[config.mk]
export PLATFORM = sky130hd
export DESIGN_NAME = u_txbuf_of_verifla
export DESIGN_NICKNAME = d
export VERILOG_FILES = /design/src/rtl/u_txbuf_of_verifla_pkg.sv /design/src/rtl/u_txbuf_of_verifla_fifo.sv /design/src/rtl/u_txbuf_of_verifla.sv
export SDC_FILE = /design/constraint.sdc
export NUM_CORES = 1
export LEC_CHECK = 0
export CORE_MARGIN = 5
export CORE_UTILIZATION = 45
export CTS_CLUSTER_DIAMETER = 200
export DETAILED_ROUTE_END_ITERATION = 12
export PLACE_DENSITY_LB_ADDON = 0.1
export SLEW_MARGIN = 20
export SYNTH_ARGS = -nofsm -noshare
export SYNTH_HDL_FRONTEND = slang
export SYNTH_SLANG_ARGS = --single-unit
[constraint.sdc]
create_clock -name clk_i -period 4.35 [get_ports clk_i]
set_clock_uncertainty 0.1 [all_clocks]
set_input_delay 1.0875 -clock clk_i [delete_from_list [all_inputs] [get_ports clk_i]]
set_output_delay 1.0875 -clock clk_i [all_outputs]
set_load 0.02 [all_outputs]
[src/rtl/u_txbuf_of_verifla_pkg.sv]
// Shared definitions for the transmit buffer slice.
// Holds the default widths and the sequencer state encoding used by
// u_txbuf_of_verifla. There are no ports; this file only carries definitions.
package u_txbuf_of_verifla_pkg;

  localparam int DATA_W_DEF = 8;
  localparam int AW_DEF     = 4;

  typedef enum logic [1:0] {
    ST_IDLE = 2'd0,
    ST_LOAD = 2'd1,
    ST_BUSY = 2'd2
  } seq_state_t;

endpackage

[src/rtl/u_txbuf_of_verifla_fifo.sv]
// Circular byte FIFO that feeds the transmit sequencer.
// Ports:
//   clk, rst          clock, synchronous active-high reset
//   wr, data          producer write strobe and byte
//   pop               consume the head entry (ignored when empty)
//   head              entry at the read pointer, read combinationally
//   count             occupancy, 0 .. 2**AW
//   full, empty       decoded from count
//   ovf               sticky flag, set by a write while full
module u_fifo_of_verifla
  import u_txbuf_of_verifla_pkg::*;
#(
  parameter int DATA_W = DATA_W_DEF,
  parameter int AW     = AW_DEF
) (
  input  logic              clk,
  input  logic              rst,
  input  logic              wr,
  input  logic [DATA_W-1:0] data,
  input  logic              pop,
  output logic [DATA_W-1:0] head,
  output logic [AW:0]       count,
  output logic              full,
  output logic              empty,
  output logic              ovf
);

  localparam int          DEPTH    = 2 ** AW;
  localparam logic [AW:0] FULL_CNT = (AW + 1)'(DEPTH);

  logic [DATA_W-1:0] mem [DEPTH];
  logic [AW-1:0]     wr_ptr;
  logic [AW-1:0]     rd_ptr;
  logic              do_wr;
  logic              do_pop;

  assign full   = (count == FULL_CNT);
  assign empty  = (count == '0);
  // A write while full is dropped even if a pop frees a slot that same cycle.
  assign do_wr  = wr && !full;
  assign do_pop = pop && !empty;
  assign head   = mem[rd_ptr];

  // Storage needs no reset; occupancy and pointers define what is valid.
  always_ff @(posedge clk) begin
    if (!rst && do_wr) begin
      mem[wr_ptr] <= data;
    end
  end

  always_ff @(posedge clk) begin
    if (rst) begin
      wr_ptr <= '0;
      rd_ptr <= '0;
      count  <= '0;
      ovf    <= 1'b0;
    end else begin
      if (do_wr) begin
        wr_ptr <= wr_ptr + 1'b1;
      end
      if (do_pop) begin
        rd_ptr <= rd_ptr + 1'b1;
      end
      if (wr && full) begin
        ovf <= 1'b1;
      end
      unique case ({do_wr, do_pop})
        2'b10:   count <= count + 1'b1;
        2'b01:   count <= count - 1'b1;
        default: count <= count;
      endcase
    end
  end

endmodule

[src/rtl/u_txbuf_of_verifla.sv]
// Transmit buffer: queues producer bytes and hands them one at a time to a
// UART-style transmitter using a held write-enable handshake.
// Ports:
//   clk_i, rst_i      clock, synchronous active-high reset
//   wr_i, data_i      producer write strobe and byte
//   full_o, empty_o   FIFO status
//   count_o           FIFO occupancy (AW+1 bits)
//   ovf_o             sticky overflow flag
//   tx_data_o         byte presented to the transmitter
//   tx_wen_o          transmitter write enable, held until accepted
//   tx_tre_i          transmitter register empty, 1 = idle
//
// state | meaning
// IDLE  | waiting for a queued byte and an idle transmitter
// LOAD  | byte presented, wen held until the transmitter takes it
// BUSY  | transmitter shifting, waiting for it to go idle again
module u_txbuf_of_verifla
  import u_txbuf_of_verifla_pkg::*;
#(
  parameter int DATA_W = DATA_W_DEF,
  parameter int AW     = AW_DEF
) (
  input  logic              clk_i,
  input  logic              rst_i,
  input  logic              wr_i,
  input  logic [DATA_W-1:0] data_i,
  output logic              full_o,
  output logic              empty_o,
  output logic [AW:0]       count_o,
  output logic              ovf_o,
  output logic [DATA_W-1:0] tx_data_o,
  output logic              tx_wen_o,
  input  logic              tx_tre_i
);

  seq_state_t        state;
  logic              pop;
  logic [DATA_W-1:0] head;

  u_fifo_of_verifla #(
    .DATA_W (DATA_W),
    .AW     (AW)
  ) u_fifo (
    .clk   (clk_i),
    .rst   (rst_i),
    .wr    (wr_i),
    .data  (data_i),
    .pop   (pop),
    .head  (head),
    .count (count_o),
    .full  (full_o),
    .empty (empty_o),
    .ovf   (ovf_o)
  );

  // The pop and the capture into tx_data_o happen on the same edge.
  assign pop = (state == ST_IDLE) && !empty_o && tx_tre_i;

  always_ff @(posedge clk_i) begin
    if (rst_i) begin
      state     <= ST_IDLE;
      tx_wen_o  <= 1'b0;
      tx_data_o <= '0;
    end else begin
      unique case (state)
        ST_IDLE: begin
          if (pop) begin
            tx_data_o <= head;
            tx_wen_o  <= 1'b1;
            state     <= ST_LOAD;
          end
        end
        ST_LOAD: begin
          // tre falling is the transmitter's acknowledgement of wen.
          if (!tx_tre_i) begin
            tx_wen_o <= 1'b0;
            state    <= ST_BUSY;
          end
        end
        ST_BUSY: begin
          if (tx_tre_i) begin
            state <= ST_IDLE;
          end
        end
        default: begin
          tx_wen_o <= 1'b0;
          state    <= ST_IDLE;
        end
      endcase
    end
  end

endmodule

Word-level counts from Yosys, hierarchy flattened:

Memory sizes are Yosys's and may differ from the RTL's. A register that Yosys moved wholly into a read port is not among the register bits.
Cells that the tools add are included.

* add/sub/neg operators: 4
* equal/unequal tests: 8
* mux-type cells: 10
* bitwise logic cells: 1
* reductions and logical operators: 15

Operators with widths (number)
* $pmux 5 s2: 1
* $add 4x1->4 const B: 2
* $logic_and 1x1->1: 6
* $mux 2: 3
* $pmux 2 s3: 1
* $reduce_and 3->1: 2
* $add 5x1->5 const B: 1
* $eq 5x5->1 const B: 1
* $logic_not 5->1: 1
* $sub 5x1->5 const B: 1
* $eq 2x1->1 const B: 2
* $eq 2x2->1 const B: 2
* $mux 1: 4
* $ne 2x2->1 const B: 2
* $logic_not 1->1: 3
* $pmux 1 s3: 1
* $logic_not 2->1: 1
* $ne 2x1->1 const B: 1
* $reduce_and 2->1: 1
* $reduce_bool 2->1: 1
* $not 1->1: 1

* register bits: 17
* bits in writable memories: 128
* word-level logic and storage cells: 45
* memories: 1

Memories
* u_fifo.mem: depth 16, bits a word 8, read ports 1, clocked after memory_dff 1, write ports 1, RTL line u_txbuf_of_verifla_fifo.sv:31 `logic [DATA_W-1:0] mem [DEPTH];`

Logic depth before layout (Yosys ltp):

Gate-level depths: netlist (run 1).

* depth after elaboration: 7
* depth in mapped cells: 12
* mapped depth without buffers: 11

Modules after synthesis:

From an unflattened synthesis (run 1), not the netlist that was laid out.

* cell total of the unflattened synthesis: 351
* area, all modules: 6465.0 µm²

Modules (own cells, without submodules)
* u_fifo_of_verifla: instances 1, cells each 304, area each 5953.2 µm², sequential area each 4204.0 µm²
* u_txbuf_of_verifla: instances 1, cells each 47, area each 511.7 µm², sequential area each 220.2 µm²

Worst setup path after synthesis (run 1):

No wires, ideal clock.

* path type: input -> register
* start point: input tx_tre_i
* end point: register u_fifo.count[4]
* arrival: 2.991 ns
* data required time: 4.127 ns
* slack: 1.136 ns
* cell stages on the path: 10
* buffers on the path: 1
* cell sequence: nand2b_1 -> a211oi_2 -> buf_2 -> ha_1 -> xor2_1 -> ha_1 -> a21oi_1 -> a221oi_1 -> a21oi_1 -> mux2_1

* word-level cells in the longest chain between the ends: 4

RTL lines
* start, declared: RTL line u_txbuf_of_verifla.sv:33 `input logic tx_tre_i`
* $logic_and 1x1->1 (*): RTL line u_txbuf_of_verifla.sv:57 `assign pop = (state == ST_IDLE) && !empty_o && tx_tre_i;`
* $logic_and 1x1->1 (*): RTL line u_txbuf_of_verifla_fifo.sv:41 `assign do_pop = pop && !empty;`
* $eq 2x1->1 or $eq 2x2->1 (tied branches): RTL line u_txbuf_of_verifla_fifo.sv:67 `unique case ({do_wr, do_pop})`
* $pmux 5 s2 or $reduce_bool 2->1 (tied branches)
* end signal, assigned: RTL line u_txbuf_of_verifla_fifo.sv:68 `2'b10: count <= count + 1'b1;`
* end signal, assigned: RTL line u_txbuf_of_verifla_fifo.sv:69 `2'b01: count <= count - 1'b1;`
* end signal, assigned: RTL line u_txbuf_of_verifla_fifo.sv:70 `default: count <= count;`
* end, declared: RTL line u_txbuf_of_verifla_fifo.sv:22 `output logic [AW:0] count,`

Every way passes the cells marked *; elsewhere a longest branch is shown, timed or not.
A chain may end at the register's enable or synchronous reset.

Worst setup path in the final report (run 1):

* start point: register u_fifo.count[1]
* end point: output full_o

* word-level cells in the longest chain between the ends: 1

RTL lines
* $eq 5x5->1: RTL line u_txbuf_of_verifla_fifo.sv:37 `assign full = (count == FULL_CNT);`
* end, declared: RTL line u_txbuf_of_verifla.sv:27 `output logic full_o,`

Every way passes these cells.

==> metrics, run 1 <==
status=finished, final reports clean; post-CTS resize count=0; syn nets=433; wl on met1=about 5.8 mm; initial antenna violation count=0; Die W=127.2 µm; Total Nets Final=approximately 470; Clock Pin Slew Worst Setup and Hold Paths=approximately 0.060 ns; most common cell in the netlist=edfxtp_1; Synth Instances=about 400; unrepaired setup endpoints after global routing=no; crit path time final=3.386 ns; Synth Flop Type=edfxtp_1; Finished Core Util=0.5429; depth of the worst register-to-register path=10; Compound-Gate Fraction of Synth Area=0.06035; synthesized cell area=around 6200 µm²; Levels on crit path=3; CTS tree=yes; vias in the first global route=roughly 3400; global-route wire length before repair=19.87 mm; largest net degree at the start of global routing=35; max_cap viols=0; Die ar.=between 15000 and 20000 µm²; IO buf count=28; Yosys top cell by area=edfxtp_1; wire length on met2=~6.3 mm; crit-path max FO=9; area of the multi-input gates=roughly 1700 µm²; Clk Tree Root Cell=clkbuf_16; Critical-path top delay cell=clkdlybuf4s50_1; non-filler cells, final=640; share of layout cells above drive strength 1=0.1185; total gr overflow=0; remaining antenna violation count=0; worst hold path depth=2; top post-synthesis cells by area=edfxtp_1, mux2i_1, dfxtp_1; TNS Setup=0 ns; Iter 0 DRT Violations=~280; core area=~13000 µm²; adder-cell share of the synthesized area=0.01823; final setup fails=0; Post-synth EDFFs=~130; Commonest cells post-synth=edfxtp_1, mux2i_1, nor2_1, o22ai_1, dfxtp_1; worst skew pair latency=0.42 ns; YS warnings=0; slowest stage delay, CP=0.63 ns; Fillers=roughly 1100; Routed wire per std cell=~20 µm; DRC Markers=0; Hold Vio Cnt, Final=0; synthesized area per cell=roughly 15 µm²; Initial DRT Pass Iterations=5; hold_buf cts=0; Routed WL=13.02 mm; Synth Register Bits=between 150 and 200; cell family with most CP delay=simple AND/OR/NAND/NOR gates; GP Congestion=around 0.75; class of the worst hold path=flop to flop; Worst Setup End Kind=output port; clock sinks=about 150; placed cells=just over 600; Met3 Wirelength=762 µm; Initial Utilization=0.4629; CP required=around 3.2 ns; Synth Area in XOR/XNOR=0.01418; top-area cell type share of the netlist area=0.6221; Slew Limit Fails=0; mux cell area share after synthesis=0.1087; critical path, cell by cell=or4_1 > nor2_1 > clkdlybuf4s50_1; Worst EP arrival=roughly 2.2 ns; maximum clock rate=between 200 and 300 MHz; main combinational cell family by area after synthesis=multiplexers; simple-gate area share of the yosys netlist=0.06926; H-tree depth=4; Worst-Margin Slew=0.7184 ns; register area share after synthesis=0.7031; Max-slew headroom=0.5193; number of distinct library cells after synthesis=39; maximum vdd drop=about 0.38 mV; Async S/R FF share, synth=0; via/cell ratio=around 5.4; hpwl dp=~8.4 mm; post-CTS setup buffers=0; pwr dens=539.1 nW/µm²; Vias=3449; Clock Tree Buf Depth=2; GRT Total Usage=0.1690; Diodes inserted=0; critical setup path kind=flop to output port; TritonCTS buffer count=17; Ports=29; Worst setup SP type=flop; Lkg Pwr=0.002294 µW; Top Layer Used=met4; Die Span Y=around 130 µm; area grow syn2layout=17.29%; Buffers & Inverters on Critical Path=1; Sequential Area=4348 µm²; # rows=between 40 and 50; final worst path period share=0.7784
[cells by family (layout without fill, tap and decap cells)]
kind of cell | count (synthesis) | after routing
xor+xnor | 10 | 10
buf+inv | 29 | 81
flops | 153 | 153
fa+ha+maj | 9 | 9
compound gates | 56 | 56
simple gates | 88 | 88
mux | 67 | 67
[worst paths after layout]
path,endpoint,from,slack [ns]
setup reg to reg,u_fifo.count[4],u_fifo.count[1],1.41
hold / removal,u_fifo.ovf,u_fifo.ovf,0.38
setup / recovery,full_o,u_fifo.count[1],0.96
hold reg to reg,u_fifo.ovf,u_fifo.ovf,0.38
[through the flow]
| stage | area, µm² | worst slack (ns) | total power [µW] | hold slack (ns) |
|---|---|---|---|---|
| finish | 7247 | 0.9638 | 3907 | 0.3804 |
| detailed placement | 6688 | 0.6215 | 2576 | 0.3694 |
| CTS | 7247 | 0.9458 | 3940 | 0.3848 |
| global route | 7247 | 0.8356 | 4084 | 0.4092 |
| floorplan | 6178 | 1.136 | 2279 | 0.3817 |
| global placement | 6660 | 0.7070 | 2567 | 0.3583 |
[placed cells by master, fill, tap and decap left out, types with 2 or more instances in the layout]
| cell | instances |
|---|---|
| nor4_1 | 9 |
| nand2b_1 | 4 |
| xor2_1 | 6 |
| clkbuf_16 | 19 |
| clkbuf_1 | 2 |
| or3_1 | 2 |
| nor3_1 | 10 |
| mux2i_1 | 66 |
| nand3b_1 | 2 |
| nand2_1 | 13 |
| o21ai_0 | 3 |
| ha_1 | 9 |
| dfxtp_1 | 24 |
| inv_1 | 2 |
| clkinv_2 | 5 |
| inv_2 | 3 |
| clkdlybuf4s50_1 | 28 |
| or3b_1 | 2 |
| nand4_1 | 2 |
| buf_4 | 15 |
| a21oi_1 | 6 |
| a211oi_1 | 7 |
| inv_4 | 2 |
| o22ai_1 | 33 |
| xnor2_1 | 4 |
| edfxtp_1 | 128 |
| nor2_1 | 39 |
[power by group]
part / leakage [µW] / internal (µW) / total, µW / switching, µW
combinational: 0.000655 / 328 / 769 / 441
clock: 0.000281 / 810 / 1360 / 554
sequential: 0.00136 / 1680 / 1770 / 98.7
total: 0.00229 / 2810 / 3910 / 1090
[flip-flops by register name (all words and copies together), names as in the netlist]
signal and cells:
u_fifo.count 5, tx_wen_o 1, tx_data_o 8, state 2
u_fifo.rd_ptr 4, u_fifo.wr_ptr 4, u_fifo.ovf 1, u_fifo.mem 128
[metal layers]
metal,vias up,track usage
met4,0,0.05868
met3,6,0.04382
met2,74,0.2668
met1,1713,0.2284
li1,1656,-
met5,-,0
[layout make-up]
type,count,share of cell area
clock buffers,22,0.06854
clock inverters,10,0.008633
inverters,5,0.002590
multi-input cells,230,0.2319
flip-flops and latches,153,0.6000
well taps,176,0.03039
repair buffers,44,0.05801
[worst reg2reg max path: cells and delay by family (launching register included)]
family | cells | cell delay [ns]
multiplexers | 1 | 0.33
AND/OR/NAND/NOR | 1 | 0.53
AO/OA/AOI/OAI | 4 | 0.70
XOR/XNOR | 1 | 0.11
buffers and inverters | 1 | 0.12
adder cells (fa/ha/maj) | 2 | 0.52
flip-flops | 1 | 0.41
No activity file was read; power rests on OpenSTA's default activity.
==> run 2, diff against run 1 <==
==> constraint.sdc (replaced) <==
create_clock -name clk_i -period 3.45 [get_ports clk_i]
set_clock_uncertainty 0.1 [all_clocks]
set_input_delay 0.8625 -clock clk_i [delete_from_list [all_inputs] [get_ports clk_i]]
set_output_delay 0.8625 -clock clk_i [all_outputs]
set_load 0.02 [all_outputs]
==> run 2 against run 1 <==
Non-clock buffer count increased by 5; critical path depth did not move; combinational power increased by 27%; sequential share of layout area down 0.35 points; via count rose by 0.90%; final cell count is 0.78% higher; clock-buffer cell count is 3 lower; critical endpoint unchanged; highest routed layer unchanged.
==> metrics, run 2 (synthesized netlist as in run 1, its figures left out) <==
Reg with most FFs=u_fifo.mem; vias in the first global route=around 3500; CP required=around 2.5 ns; Die ar.=16170 µm²; Finished Core Util=0.5461; Final Power=4982 µW; HP Start=u_fifo.ovf; Worst Setup End Kind=output port; Critical-path top delay cell=clkdlybuf4s50_1; Routed wire per std cell=between 20 and 25 µm; worst hold path depth=2; Worst setup SP type=flop; most frequent cells in the layout=edfxtp_1, mux2i_1, nor2_1; Initial Utilization=0.4629; leading cell type in the layout, fill and taps excluded=edfxtp_1; initial antenna violation count=0; Routed WL=approximately 13 mm; unrepaired setup endpoints after global routing=no; remaining antenna violation count=0; reg-to-reg endpoint=u_fifo.count[4]; class of the worst hold path=flop to flop; IO buf count=28; maximum vdd drop=about 0.46 mV; Slew Limit Fails=0; total gr overflow=0; Worst EP arrival=between 2 and 2.5 ns; area grow syn2layout=17.98%; Largest register FFs=128; Die W=between 100 and 150 µm; maximum clock rate=approximately 320 MHz; H-tree depth=4; Initial DRT Pass Iterations=7; crit path time final=between 3 and 4 ns; TritonCTS buffer count=17; GRT Total Usage=0.1688; hold_buf cts=0; max_cap viols=0; Worst-Margin Slew=between 0.7 and 0.8 ns; global-route wire length before repair=approximately 20 mm; largest net degree at the start of global routing=35; CTS tree=yes; Vias=3480; Die Span Y=~130 µm; hold worst-path end=u_fifo.ovf; # rows=42; worst skew pair latency=0.42 ns; status=finished, final reports clean; depth of the worst register-to-register path=10; clock sinks=153; TNS Setup=0 ns; Max-slew headroom=0.5228; post-CTS setup buffers=0; Clock Tree Buf Depth=2; share of layout cells above drive strength 1=0.1301; Clock Pin Slew Worst Setup and Hold Paths=around 0.060 ns; Hold Vio Cnt, Final=0; slowest stage delay, CP=about 0.63 ns; final setup fails=0; GP Congestion=a little under 0.8; launch point of the worst reg-to-reg path=u_fifo.count[1]; Ports=29; critical setup path kind=flop to output port; via/cell ratio=between 5 and 6; Largest regs=u_fifo.mem x128, tx_data_o x8, u_fifo.count x5; Total Nets Final=about 480; pwr dens=just under 700 nW/µm²; Diodes inserted=0; crit-path max FO=9; final worst path period share=0.9194; Lkg Pwr=around 0.0023 µW; hpwl dp=8.438 mm; DRC Markers=0; core area=13350 µm²; critical path, cell by cell=or4_1 > nor2_1 > clkdlybuf4s50_1; post-CTS resize count=0; Iter 0 DRT Violations=around 270; Clk Tree Root Cell=clkbuf_16; R2R Setup Slk=around 0.7 ns
run 2: final cells by class:
cell class,count,area (µm²)
well taps,176,220.2
multi-input cells,230,1680
repair buffers,49,450.4
fillers,1137,6058
clock buffers,19,442.9
clock inverters,13,128.9
inverters,5,18.77
flip-flops and latches,153,4348
run 2: power breakdown:
group	leakage (µW)	total [µW]	internal [µW]	switching, µW
registers	0.00136	2230	2110	118
clock network	0.000274	1770	1070	697
logic	0.000678	980	420	560
run 2: layer usage:
metal	GRT usage	share of wire	wire length [µm]
met2	0.2712	0.50	6454
met5	0	0	0
met1	0.2252	0.45	5850
met3	0.04257	0.042	550
met4	0.05741	0.012	157
run 2: worst max path at each step:
stage	slack (ns)	cells after the start	to	start
after CTS	0.26	3	full_o	u_fifo.count[1]
after detailed placement	0.08	9	u_fifo.count[4]	tx_tre_i
final	0.28	3	full_o	u_fifo.count[1]
after floorplan	0.46	10	u_fifo.count[4]	tx_tre_i
after global placement	0.17	9	u_fifo.count[4]	tx_tre_i
after global routing	0.19	3	full_o	u_fifo.count[1]
run 2: per-stage QoR:
step,instances,setup slack (ns),hold WS [ns],instance area [µm²]
5_1_grt,645,0.1925,0.3989,7289
3_3_place_gp,613,0.1713,0.3535,6718
4_1_cts,645,0.2570,0.3842,7289
2_1_floorplan,412,0.4606,0.3817,6178
6_report,645,0.2782,0.3756,7289
3_5_place_dp,613,0.07949,0.3698,6718
run 2: critical path, delay by kind of cell, from the launching register on:
kind                   cells  cell delay [ns]
and+or+nand+nor            2             0.76
buffers and inverters      1             0.63
DFF                        1             0.40
